==> src/rtl/io_ccff_loader_if.sv <==
// Host bitstream stream channel: the host offers words with s_valid/s_data,
// and the loader accepts a word in any cycle where s_valid and s_ready are both high.
interface io_ccff_loader_if #(
   parameter int WORD_W = 8
) ();
   logic              s_valid;
   logic              s_ready;
   logic [WORD_W-1:0] s_data;

   modport master (output s_valid, output s_data, input s_ready);
   modport slave  (input s_valid, input s_data, output s_ready);
endinterface

==> src/rtl/io_ccff_loader.sv <==
// io_ccff_loader: shifts a host bitstream into an IO tile configuration flop
// chain. An optional second pass reads the chain back and compares it against
// the stream. IOs stay isolated until a load completes without errors.
module io_ccff_loader #(
   parameter int CHAIN_LEN = 4,
   parameter int WORD_W    = 8,
   parameter int SETTLE    = 2
) (
   input  logic                           prog_clk,
   input  logic                           prog_reset,
   input  logic                           start_i,
   input  logic                           verify_i,
   io_ccff_loader_if.slave                s_if,
   output logic                           ccff_head_o,
   input  logic                           ccff_tail_i,
   output logic                           chain_shift_en_o,
   output logic                           isol_n_o,
   output logic                           busy_o,
   output logic                           done_o,
   output logic                           error_o,
   output logic [$clog2(CHAIN_LEN+1)-1:0] mismatch_cnt_o
);
   localparam int BCW = $clog2(CHAIN_LEN + 1);
   localparam int WCW = $clog2(WORD_W + 1);
   localparam int SCW = $clog2(SETTLE + 1);

   typedef enum logic [2:0] {
      ST_IDLE    = 3'd0,
      ST_ISOLATE = 3'd1,
      ST_LOAD    = 3'd2,
      ST_SHIFT   = 3'd3,
      ST_SETTLE  = 3'd4,
      ST_DONE    = 3'd5
   } state_t;

   state_t             state_q,    state_d;
   logic [WORD_W-1:0]  sr_q,       sr_d;
   logic [BCW-1:0]     bit_cnt_q,  bit_cnt_d;
   logic [WCW-1:0]     word_bit_q, word_bit_d;
   logic [SCW-1:0]     settle_q,   settle_d;
   logic [BCW-1:0]     mm_q,       mm_d;
   logic               pass2_q,    pass2_d;
   logic               verify_q,   verify_d;
   logic               error_q,    error_d;
   logic               isol_q,     isol_d;
   // Outputs are registered from the next-state decode so they change cleanly on the edge.
   logic               s_ready_q,  s_ready_d;
   logic               shift_q,    shift_d;
   logic               head_q,     head_d;
   logic               busy_q,     busy_d;
   logic               done_q,     done_d;

   // State, datapath and output registers; synchronous reset returns everything to idle/isolated.
   always_ff @(posedge prog_clk) begin
      if (prog_reset) begin
         state_q    <= ST_IDLE;
         sr_q       <= '0;
         bit_cnt_q  <= '0;
         word_bit_q <= '0;
         settle_q   <= '0;
         mm_q       <= '0;
         pass2_q    <= 1'b0;
         verify_q   <= 1'b0;
         error_q    <= 1'b0;
         isol_q     <= 1'b0;
         s_ready_q  <= 1'b0;
         shift_q    <= 1'b0;
         head_q     <= 1'b0;
         busy_q     <= 1'b0;
         done_q     <= 1'b0;
      end else begin
         state_q    <= state_d;
         sr_q       <= sr_d;
         bit_cnt_q  <= bit_cnt_d;
         word_bit_q <= word_bit_d;
         settle_q   <= settle_d;
         mm_q       <= mm_d;
         pass2_q    <= pass2_d;
         verify_q   <= verify_d;
         error_q    <= error_d;
         isol_q     <= isol_d;
         s_ready_q  <= s_ready_d;
         shift_q    <= shift_d;
         head_q     <= head_d;
         busy_q     <= busy_d;
         done_q     <= done_d;
      end
   end

   // Next-state, datapath and next-output decode for the load sequence.
   always_comb begin
      state_d    = state_q;
      sr_d       = sr_q;
      bit_cnt_d  = bit_cnt_q;
      word_bit_d = word_bit_q;
      settle_d   = settle_q;
      mm_d       = mm_q;
      pass2_d    = pass2_q;
      verify_d   = verify_q;
      error_d    = error_q;
      isol_d     = isol_q;

      case (state_q)
         ST_IDLE: begin
            if (start_i) begin
               state_d    = ST_ISOLATE;
               error_d    = 1'b0;
               mm_d       = '0;
               verify_d   = verify_i;
               pass2_d    = 1'b0;
               bit_cnt_d  = '0;
               word_bit_d = '0;
               isol_d     = 1'b0;
            end else begin
               state_d = ST_IDLE;
            end
         end
         ST_ISOLATE: begin
            state_d = ST_LOAD;
         end
         ST_LOAD: begin
            if (s_if.s_valid && s_ready_q) begin
               sr_d       = s_if.s_data;
               word_bit_d = '0;
               state_d    = ST_SHIFT;
            end else begin
               state_d = ST_LOAD;
            end
         end
         ST_SHIFT: begin
            sr_d       = sr_q >> 1;
            bit_cnt_d  = bit_cnt_q + BCW'(1);
            word_bit_d = word_bit_q + WCW'(1);
            // Readback pass: the tail must replay the first pass while the same stream is re-sent.
            if (pass2_q && (ccff_tail_i != head_q)) begin
               error_d = 1'b1;
               if (mm_q != BCW'(CHAIN_LEN)) begin
                  mm_d = mm_q + BCW'(1);
               end else begin
                  mm_d = mm_q;
               end
            end else begin
               error_d = error_q;
            end
            // The chain-full condition wins over the word boundary, so leftover word bits are dropped.
            if (bit_cnt_q == BCW'(CHAIN_LEN - 1)) begin
               if (verify_q && !pass2_q) begin
                  bit_cnt_d = '0;
                  pass2_d   = 1'b1;
                  state_d   = ST_LOAD;
               end else begin
                  settle_d = '0;
                  state_d  = ST_SETTLE;
               end
            end else if (word_bit_q == WCW'(WORD_W - 1)) begin
               state_d = ST_LOAD;
            end else begin
               state_d = ST_SHIFT;
            end
         end
         ST_SETTLE: begin
            if (settle_q == SCW'(SETTLE - 1)) begin
               state_d = ST_DONE;
            end else begin
               settle_d = settle_q + SCW'(1);
            end
         end
         ST_DONE: begin
            state_d = ST_IDLE;
            isol_d  = ~error_q;
         end
         default: begin
            state_d = ST_IDLE;
         end
      endcase

      s_ready_d = (state_d == ST_LOAD);
      shift_d   = (state_d == ST_SHIFT);
      head_d    = shift_d & sr_d[0];
      busy_d    = (state_d != ST_IDLE);
      done_d    = (state_d == ST_DONE);
   end

   assign s_if.s_ready     = s_ready_q;
   assign ccff_head_o      = head_q;
   assign chain_shift_en_o = shift_q;
   assign isol_n_o         = isol_q;
   assign busy_o           = busy_q;
   assign done_o           = done_q;
   assign error_o          = error_q;
   assign mismatch_cnt_o   = mm_q;
endmodule

==> src/flat_wrapper.sv <==
// flat-port wrapper written by rule: the top's interface ports become plain ports
module io_ccff_loader_flat 
#(
   parameter int CHAIN_LEN = 4,
   parameter int WORD_W    = 8,
   parameter int SETTLE    = 2
)
  (prog_clk, prog_reset, start_i, verify_i, ccff_head_o, ccff_tail_i, chain_shift_en_o, isol_n_o, busy_o, done_o, error_o, mismatch_cnt_o, s_if_s_valid, s_if_s_data, s_if_s_ready);
  io_ccff_loader_if #(.WORD_W(WORD_W)) s_if_i ();
  input  logic prog_clk;
  input  logic prog_reset;
  input  logic start_i;
  input  logic verify_i;
  output logic ccff_head_o;
  input  logic ccff_tail_i;
  output logic chain_shift_en_o;
  output logic isol_n_o;
  output logic busy_o;
  output logic done_o;
  output logic error_o;
  output logic [$clog2(CHAIN_LEN+1)-1:0] mismatch_cnt_o;
  input wire logic [$bits(s_if_i.s_valid)-1:0] s_if_s_valid;
  input wire logic [$bits(s_if_i.s_data)-1:0] s_if_s_data;
  output wire logic [$bits(s_if_i.s_ready)-1:0] s_if_s_ready;
  assign s_if_i.s_valid = s_if_s_valid;
  assign s_if_i.s_data = s_if_s_data;
  assign s_if_s_ready = s_if_i.s_ready;
  io_ccff_loader #(.CHAIN_LEN(CHAIN_LEN), .WORD_W(WORD_W), .SETTLE(SETTLE)) u_core (.prog_clk(prog_clk), .prog_reset(prog_reset), .start_i(start_i), .verify_i(verify_i), .s_if(s_if_i), .ccff_head_o(ccff_head_o), .ccff_tail_i(ccff_tail_i), .chain_shift_en_o(chain_shift_en_o), .isol_n_o(isol_n_o), .busy_o(busy_o), .done_o(done_o), .error_o(error_o), .mismatch_cnt_o(mismatch_cnt_o));
endmodule
==> config.mk <==
export PLATFORM = sky130hd
export DESIGN_NAME = io_ccff_loader_flat
export DESIGN_NICKNAME = d
export VERILOG_FILES = /design/src/rtl/io_ccff_loader_if.sv /design/src/rtl/io_ccff_loader.sv /design/src/flat_wrapper.sv
export SDC_FILE = /design/constraint.sdc
export NUM_CORES = 1
export LEC_CHECK = 0
export BUFFER_PORTS_ARGS = -buffer_cell sky130_fd_sc_hd__buf_2
export CORE_ASPECT_RATIO = 1.75
export CORE_MARGIN = 5
export CORE_UTILIZATION = 32
export DETAILED_ROUTE_END_ITERATION = 8
export PLACE_DENSITY = 0.57
export SLEW_MARGIN = 30
export SYNTH_ARGS = -nofsm -noshare
export SYNTH_HDL_FRONTEND = slang
export SYNTH_SLANG_ARGS = --single-unit
==> constraint.sdc <==
create_clock -name prog_clk -period 2.17 [get_ports prog_clk]
set_input_delay 0.434 -clock prog_clk [delete_from_list [all_inputs] [get_ports prog_clk]]
set_output_delay 0.434 -clock prog_clk [all_outputs]
set_load 0.02 [all_outputs]
# [Yosys cells after proc, flatten, opt, wreduce, memory -nomap -nowiden]
# Index checks and enable logic that the tools add are counted.
[classes] addsub=4 n_eq_ne=21 n_mux=30 bitwise_logic=2 reduce_logical=20
[ops] cell="3-bit two-way mux" n=8
[ops] cell="8-bit case mux with 2 select lines" n=1
[ops] cell="3-bit by 2-bit == test with 1-bit output, second input constant" n=5
[ops] cell="3-bit case mux with 5 select lines" n=1
[ops] cell="3-bit case mux with 2 select lines" n=2
[ops] cell="4-bit case mux with 3 select lines" n=1
[ops] cell="4-bit AND reduction" n=3
[ops] cell="2-bit by 1-bit != test with 1-bit output, second input constant" n=5
[ops] cell="3-bit == test, second input constant" n=3
[ops] cell="4-bit two-way mux" n=2
[ops] cell="8-bit two-way mux" n=1
[ops] cell="2-bit AND reduction" n=4
[ops] cell="2-bit nonzero test" n=4
[ops] cell="1-bit two-way mux" n=7
[ops] cell="3-bit by 1-bit adder with 3-bit output, second input constant" n=2
[ops] cell="2-bit two-way mux" n=3
[ops] cell="2-bit != test, second input constant" n=3
[ops] cell="1-bit case mux with 2 select lines" n=3
[ops] cell="3-bit AND reduction" n=2
[ops] cell="3-bit nonzero test" n=2
[ops] cell="4-bit by 1-bit adder with 4-bit output, second input constant" n=1
[ops] cell="4-bit by 3-bit == test with 1-bit output, second input constant" n=1
[ops] cell="2-bit case mux with 2 select lines" n=1
[ops] cell="3-bit by 1-bit == test with 1-bit output, second input constant" n=1
[ops] cell="other kinds (9)" n=11
[word_totals] register_bits=32 inputBits=14 out_inout_bits=10 wordCells=93

# [Depth between registers and ports, before layout]
# Gate-level depths: netlist of the first run.
[depth] ltp_word=7 mapped_depth=6 ltp_nobuf=6

# [Least setup slack after synthesis of the first run]
# Ideal clock, no wire load.
[synth_path] path_type="register to register" from="register u_core.mm_q[0], in the netlist u_core.mismatch_cnt_o[0]" to="register u_core.mm_q[2], in the netlist u_core.mismatch_cnt_o[2]" setup_time_ps=59 arrival_time_ps=1518 required_time_ps=2111 setup_slack_ps=592 path_stages_with_launch=7 n_path_buf=0 cell_sequence="dfxtp_1 > inv_1 > ha_1 > nand2_1 > nand4_1 > or4b_1 > nand2_1"
[synth_between] elab_chain_len=4
[synth_rtl] element="start, declared" line="io_ccff_loader.sv:41" text="logic [BCW-1:0] mm_q, mm_d;"
[synth_rtl] element="start signal, assigned" line="io_ccff_loader.sv:77" text="mm_q <= mm_d;"
[synth_rtl] element="3-bit by 1-bit adder with 3-bit output" line="io_ccff_loader.sv:138" text="mm_d = mm_q + BCW'(1);"
[synth_rtl] element="3-bit two-way mux" line="io_ccff_loader.sv:137" text="if (mm_q != BCW'(CHAIN_LEN)) begin"
[synth_rtl] element="3-bit two-way mux" line="io_ccff_loader.sv:135" text="if (pass2_q && (ccff_tail_i != head_q)) begin"
[synth_rtl] element="3-bit case mux with 2 select lines" line="io_ccff_loader.sv:103" text="case (state_q)"
# Parallel ways exist; a longest one is shown, timed or not. The select of a mux whose other input is x is not followed.
# A chain may end at the register's enable or synchronous reset.

# [Worst setup path in the final report of the first run]
[layout_path] from="register u_core.state_q[0]" to="register u_core.mm_q[2], in the netlist u_core.mismatch_cnt_o[2]"
[layout_between] elab_chain_len=3
[layout_rtl] element="start, declared" line="io_ccff_loader.sv:36" text="state_t state_q, state_d;"
[layout_rtl] element="start signal, assigned" line="io_ccff_loader.sv:72" text="state_q <= state_d;"
[layout_rtl] element="3-bit by 2-bit == test with 1-bit output or 3-bit zero test (tied branches)" line="io_ccff_loader.sv:103"
[layout_rtl] element="2-bit by 1-bit != test with 1-bit output (no source line) (tied with other cells)"
[layout_rtl] element="4-bit AND reduction (no source line)"
# Parallel ways exist; a longest one is shown, timed or not.

==> results of run 1 <==
## metal layers
metal	vias up	routed length, um	part of all wire (%)	track usage [%]
li1	606	-	-	-
met1	579	1280	38	13.07
met2	32	1771	53	21.52
met3	6	178	5.3	3.539
met4	0	98	2.9	6.845
met5	-	0	0	0
## report_power, final
| group | internal, mW | switching, mW | leakage [nW] |
|---|---|---|---|
| Combinational | 0.0431 | 0.0639 | 0.376 |
| Sequential | 0.601 | 0.0147 | 0.259 |
| Clock | 0.257 | 0.213 | 0.0445 |
| Total | 0.901 | 0.291 | 0.679 |
## state kept, by name (all words and copies together), names as in the netlist
| register | count |
|---|---|
| u_core.sr_q | 8 |
| u_core.word_bit_q | 4 |
| u_core.bit_cnt_q | 3 |
| u_core.mismatch_cnt_o | 3 |
| u_core.state_q | 3 |
| u_core.settle_q | 2 |
| u_core.busy_o | 1 |
| u_core.ccff_head_o | 1 |
| u_core.chain_shift_en_o | 1 |
| u_core.done_o | 1 |
| u_core.error_o | 1 |
| u_core.isol_n_o | 1 |
| u_core.pass2_q | 1 |
| u_core.s_if.s_ready | 1 |
| u_core.verify_q | 1 |
## worst max path at each step
stage	startpoint	end	slack [ps]	cells past startpoint
2_1_floorplan	u_core.mismatch_cnt_o[0]$_SDFFE_PP0P_	u_core.mismatch_cnt_o[2]$_SDFFE_PP0P_	590	6
3_3_place_gp	u_core.state_q[2]$_SDFF_PP0_	u_core.mismatch_cnt_o[2]$_SDFFE_PP0P_	420	4
3_5_place_dp	u_core.state_q[0]$_SDFF_PP0_	u_core.mismatch_cnt_o[2]$_SDFFE_PP0P_	390	4
4_1_cts	u_core.state_q[0]$_SDFF_PP0_	u_core.mismatch_cnt_o[2]$_SDFFE_PP0P_	370	4
5_1_grt	u_core.state_q[2]$_SDFF_PP0_	u_core.word_bit_q[0]$_SDFFE_PP0P_	200	4
6_report	u_core.state_q[0]$_SDFF_PP0_	u_core.mismatch_cnt_o[2]$_SDFFE_PP0P_	350	4
## layout make-up
| cell class | instances | area share (%) |
|---|---|---|
| timing repair buffer | 24 | 7.281 |
| tap | 51 | 3.789 |
| sequential | 32 | 38.04 |
| inverter | 6 | 1.337 |
| clock buffer | 7 | 5.126 |
| clock inverter | 1 | 0.4458 |
| multi-input combinational | 107 | 43.98 |
## placed cells by master, fill, tap and decap left out, types with 2 or more instances in the layout
master / n
o21ai_0: 2
a21oi_1: 7
mux2i_1: 2
o211ai_1: 5
or4b_1: 3
nand3_1: 2
nand2_1: 14
nor2_1: 18
nand3b_1: 4
a31oi_1: 3
nand2b_1: 2
buf_2: 23
a222oi_1: 7
clkbuf_8: 6
dfxtp_1: 32
ha_1: 5
nor3_1: 4
inv_1: 6
nand4b_1: 2
a22oi_1: 2
nor2b_1: 3
or3_1: 3
## worst min-delay path, cell delays in order
cell and delay, ps:
buf_2 100, nand2_1 40, a21oi_1 50
## cell families after synthesis
| group | count (synthesis) | synth area share, % |
|---|---|---|
| buf+inv | 14 | 4.332 |
| compound gates | 36 | 19.50 |
| flops | 32 | 44.37 |
| xor+xnor | 1 | 0.6067 |
| simple gates | 63 | 25.48 |
| fa+ha+maj | 5 | 4.333 |
| mux | 2 | 1.387 |
==> results.py, run 1 <==
metrics = {
    "status": {
        "outcome": "finished, final reports clean",
    },
    "clock_tree": {
        "clk_pin_slew_worst_paths_ps": 70,
        "cts.sinks": 32,
        "clockBufferDepth": 2,
        "cts_tree": "yes",
        "ctsResizeCount": 0,
        "clkLatencyLatePin_ps": 280,
        "cts_setup_buffers": 0,
        "numCtsBuffers": 5,
        "clock-root-buffer": "clkbuf_8",
        "htreeDepth": 2,
        "postCtsHoldBufs": 0,
    },
    "hold_path": {
        "hold_end": "u_core.verify_q$_SDFFE_PP0N_",
        "hp-start": "verify_i",
        "hold_path_depth": 3,
        "hold_class": "input pin to flop",
    },
    "sta": {
        "finalHoldViolations": 0,
        "setup_ws_ps": 354.0,
        "slew_viol_final": 0,
        "fin_setup_tns_ps": 0,
        "rsz0062_at_grt": "no",
        "finalCritPeriodShare_pct": 83.69,
        "finClkSkew_ps": 7.180,
        "slew_headroom_pct": 62.02,
        "holdWs_ps": 391.9,
        "min_period_ps": 1816,
        "timing.fmax_mhz": 550.7,
        "setup_violations": 0,
        "worst_pin_slew_ps": 567.3,
    },
    "power_and_ir_drop": {
        "total_power_mw": 1.193,
        "p_per_area_nw_per_um2": 708.1,
        "irDropWorstVdd_mv": 0.5887,
        "leakage_nw": 0.6794,
    },
    "floorplan": {
        "dieArea_sq_um": 6008,
        "num_rows": 32,
        "initial_utilization_pct": 32.78,
        "ios": 24,
        "coreArea_sq_um": 4404,
        "die_x_um": 60.78,
        "die_h_um": 98.86,
    },
    "routing": {
        "avgViaCountPerCell": 5.364,
        "drt-initial-drc-count": 63,
        "route.detailed.drc": 0,
        "drt_wl_total_um": 3329,
        "vias": 1223,
        "postRouteAntennaNets": 0,
        "dr.pass1.iters": 4,
        "wl_per_cell_um": 14.60,
    },
    "critical_path": {
        "critPathLaunchType": "flop",
        "critical_path.max_stage_delay_ps": 530,
        "path_buf_inv": 0,
        "cp_max_fo": 13,
        "crit_path_end_kind": "flop",
        "critPathKind": "flop to flop",
        "arrival_ps": 2040,
        "reg2reg_depth": 4,
        "r2r-start": "u_core.state_q[0]$_SDFF_PP0_",
        "regToRegEndpoint": "u_core.mismatch_cnt_o[2]$_SDFFE_PP0P_",
        "r2r_setup_slack_ps": 350,
        "required_ps": 2400,
        "cp_slowest_cell": "dfxtp_1",
        "crit_family": "simple AND/OR/NAND/NOR gates",
        "crit_chain": "and3b_2 -> nand4_1 -> or4b_1 -> nand2_1",
    },
    "layout": {
        "drive_above_1_share_pct": 22.60,
        "ff_latch_area_sq_um": 640.6,
        "post-route-util_pct": 38.24,
        "syn_to_final_growth_pct": 16.64,
        "nets": 195,
        "antenna_cells": 0,
        "fill_cells": 475,
        "multi_input_area_sq_um": 740.7,
        "fin_cells": 228,
        "stdcell_area_sq_um": 1684,
    },
    "yosys": {
        "synth_top_area_share_pct": 44.37,
        "syn_area_sq_um": 1444,
        "ys.flop_type": "dfxtp_1",
        "synth_nets": 172,
        "ys_ff_latch": 32,
        "async_reset_ff_share_pct": 0,
        "ys_seq_area_share_pct": 44.37,
        "ys_top_cells_by_count": "32 x dfxtp_1, 18 x nor2_1, 14 x nand2_1",
        "ys_top_cells_by_area": "dfxtp_1 44%, a222oi_1 4.9%, nor2_1 4.7%",
        "synthCells": 153,
        "yosysTopAreaCell": "dfxtp_1",
        "avgSynthCellArea_sq_um": 9.437,
        "synth-edff-count": 0,
        "synth.most_common_cell": "dfxtp_1",
        "yosys_warnings": 0,
        "ys_types": 43,
    },
    "global_route": {
        "antenna_found_initial": 0,
        "grt_pass1_vias": 1259,
        "grt_max_degree": 26,
        "grt_pass1_wl_um": 5692,
        "gr-usage-all-layers_pct": 12.53,
        "globalRouteOverflowTotal": 0,
    },
    "place": {
        "place.port_buffers": 23,
        "place_congestion": 0.8218,
        "placed_area_sq_um": 1590,
        "dp_cells": 220,
        "pre_cts_slack_ps": 390.9,
        "dp_hpwl_um": 2522,
    },
    "flow_run": {
        "drv_cap": 0,
    },
}
Power figures use the tool's default switching activity.
==> inputs of run 2 (changes only) <==
Clock period 2.17 ns to 1.9 ns, I/O delays scaled along.
==> run 2 against run 1 <==
  * Critical path depth unchanged
  * Routed wire length grew 3.8%
  * Via count grew 1.1%
  * Final cell count rose by 0.88%
  * Maximum frequency increased by 3.6%
  * Cell area up 1.7%
  * Critical endpoint is now u_core.word_bit_q[0]$_SDFFE_PP0P_
  * Largest cell class unchanged
  * Largest power group unchanged
==> results.py, run 2 (synthesis results as in run 1) <==
metrics = {
    "routing": {
        "drt_wl_total_um": 3454,
        "dr.pass1.iters": 5,
        "drt-initial-drc-count": 55,
        "wl_per_cell_um": 15.02,
        "vias": 1237,
        "highest_layer": "met4",
        "wl_met2_um": 1851,
        "postRouteAntennaNets": 0,
        "route.detailed.drc": 0,
        "avgViaCountPerCell": 5.378,
        "wirelength_met1_um": 1388,
        "wl_met3_um": 147,
    },
    "clock_tree": {
        "clk_pin_slew_worst_paths_ps": 70,
        "clockBufferDepth": 2,
        "clkLatencyLatePin_ps": 290,
        "htreeDepth": 2,
        "cts.sinks": 32,
        "ctsResizeCount": 0,
        "clock-root-buffer": "clkbuf_8",
        "postCtsHoldBufs": 0,
        "cts_setup_buffers": 0,
        "cts_tree": "yes",
        "numCtsBuffers": 5,
    },
    "floorplan": {
        "die_x_um": 60.78,
        "die_h_um": 98.86,
        "initial_utilization_pct": 32.78,
        "coreArea_sq_um": 4404,
        "ios": 24,
        "num_rows": 32,
        "dieArea_sq_um": 6008,
    },
    "flow_run": {
        "drv_cap": 0,
    },
    "critical_path": {
        "reg2reg_depth": 4,
        "r2r_setup_slack_ps": 150,
        "crit_start": "u_core.state_q[0]$_SDFF_PP0_",
        "arrival_ps": 1980,
        "cp_max_fo": 10,
        "r2r-start": "u_core.state_q[0]$_SDFF_PP0_",
        "crit_path_end_kind": "flop",
        "critPathLaunchType": "flop",
        "regToRegEndpoint": "u_core.word_bit_q[0]$_SDFFE_PP0P_",
        "required_ps": 2130,
        "setup.worst_path.end": "u_core.word_bit_q[0]$_SDFFE_PP0P_",
        "critPathKind": "flop to flop",
    },
    "place": {
        "dp_hpwl_um": 2611,
        "place.port_buffers": 23,
        "placed_area_sq_um": 1605,
        "place_congestion": 0.7494,
    },
    "layout": {
        "largest_register_ff_count": 8,
        "top_register": "u_core.sr_q",
        "layout_commonest_cell": "dfxtp_1",
        "antenna_cells": 0,
        "top_regs": "u_core.sr_q (8), u_core.word_bit_q (4)",
        "syn_to_final_growth_pct": 18.63,
        "stdcell_area_sq_um": 1713,
        "drive_above_1_share_pct": 23.46,
        "fill_cells": 463,
        "multi_input_area_sq_um": 740.7,
        "layout_common_cells": "32 x dfxtp_1, 23 x buf_2, 18 x nor2_1",
        "ff_latch_area_sq_um": 640.6,
        "nets": 197,
    },
    "sta": {
        "finalCritPeriodShare_pct": 92.25,
        "slew_headroom_pct": 61.82,
        "setup_violations": 0,
        "slew_viol_final": 0,
        "rsz0062_at_grt": "no",
        "fin_setup_tns_ps": 0,
        "finalHoldViolations": 0,
        "finClkSkew_ps": 9.062,
        "timing.fmax_mhz": 570.5,
        "min_period_ps": 1753,
        "worst_pin_slew_ps": 570.2,
    },
    "global_route": {
        "grt_max_degree": 26,
        "gr-usage-all-layers_pct": 12.87,
        "antenna_found_initial": 0,
        "globalRouteOverflowTotal": 0,
        "grt_pass1_wl_um": 5782,
        "grt_pass1_vias": 1206,
    },
    "power_and_ir_drop": {
        "irDropWorstVdd_mv": 0.6982,
        "leakage_nw": 0.6997,
        "p_per_area_nw_per_um2": 857.7,
    },
    "status": {
        "outcome": "finished, final reports clean",
    },
    "hold_path": {
        "hold_class": "input pin to flop",
    },
}
==> run 2: cell types whose count changed in the layout (fill, tap and decap cells not counted), sizes merged <==
cell	delta
clkbuf	-1
bufinv	+1
buf	+2
clkinv	+1
clkinvlp	-1
==> run 2: layer usage <==
layer / vias to the layer above / track usage, %
li1: 612 / -
met1: 596 / 14.22
met2: 22 / 21.76
met3: 7 / 3.277
met4: 0 / 6.511
met5: - / 0
==> run 2: final cells by class <==
class	instances	share of cell area, %
inverter	6	1.315
timing repair buffer	26	8.035
clock buffer	6	4.237
clock inverter	2	2.045
sequential	32	37.40
tap	51	3.725
multi-input combinational	107	43.24
==> run 2: through the flow <==
stage          hold WS (ps)  power (mW)  worst slack (ps)  std cells  util, %
6_report              331.2       1.469             147.3        230    38.89
5_1_grt               326.7       1.531             39.72        230    38.89
4_1_cts               324.9       1.490             144.5        230    38.89
3_5_place_dp          471.2      0.8433             145.0        222    36.45
3_3_place_gp          459.2      0.8379             216.1        222    36.45
2_1_floorplan         451.6      0.8026             322.4        153        -
==> run 2: worst max-delay path, cell delays in order (launching register included) <==
cell and delay [ps]:
dfxtp_1 520, and3b_4 280, a211oi_4 360, or4b_1 460
o21ai_1 80
==> run 2: report_power, final <==
group / total, mW / internal [mW] / switching, mW
registers: 0.703 / 0.686 / 0.0171
logic: 0.124 / 0.0493 / 0.0744
clock network: 0.642 / 0.389 / 0.254
==> run 2: how the worst min path moves through the flow <==
stage / start / to / slack [ps] / cells after the start
2_1_floorplan: u_core.bit_cnt_q[1]$_SDFFE_PP0P_ / u_core.bit_cnt_q[1]$_SDFFE_PP0P_ / 450 / 2
3_3_place_gp: u_core.bit_cnt_q[1]$_SDFFE_PP0P_ / u_core.bit_cnt_q[1]$_SDFFE_PP0P_ / 460 / 2
3_5_place_dp: u_core.bit_cnt_q[1]$_SDFFE_PP0P_ / u_core.bit_cnt_q[1]$_SDFFE_PP0P_ / 470 / 2
4_1_cts: verify_i / u_core.verify_q$_SDFFE_PP0N_ / 320 / 3
5_1_grt: verify_i / u_core.verify_q$_SDFFE_PP0N_ / 330 / 3
6_report: verify_i / u_core.verify_q$_SDFFE_PP0N_ / 330 / 3
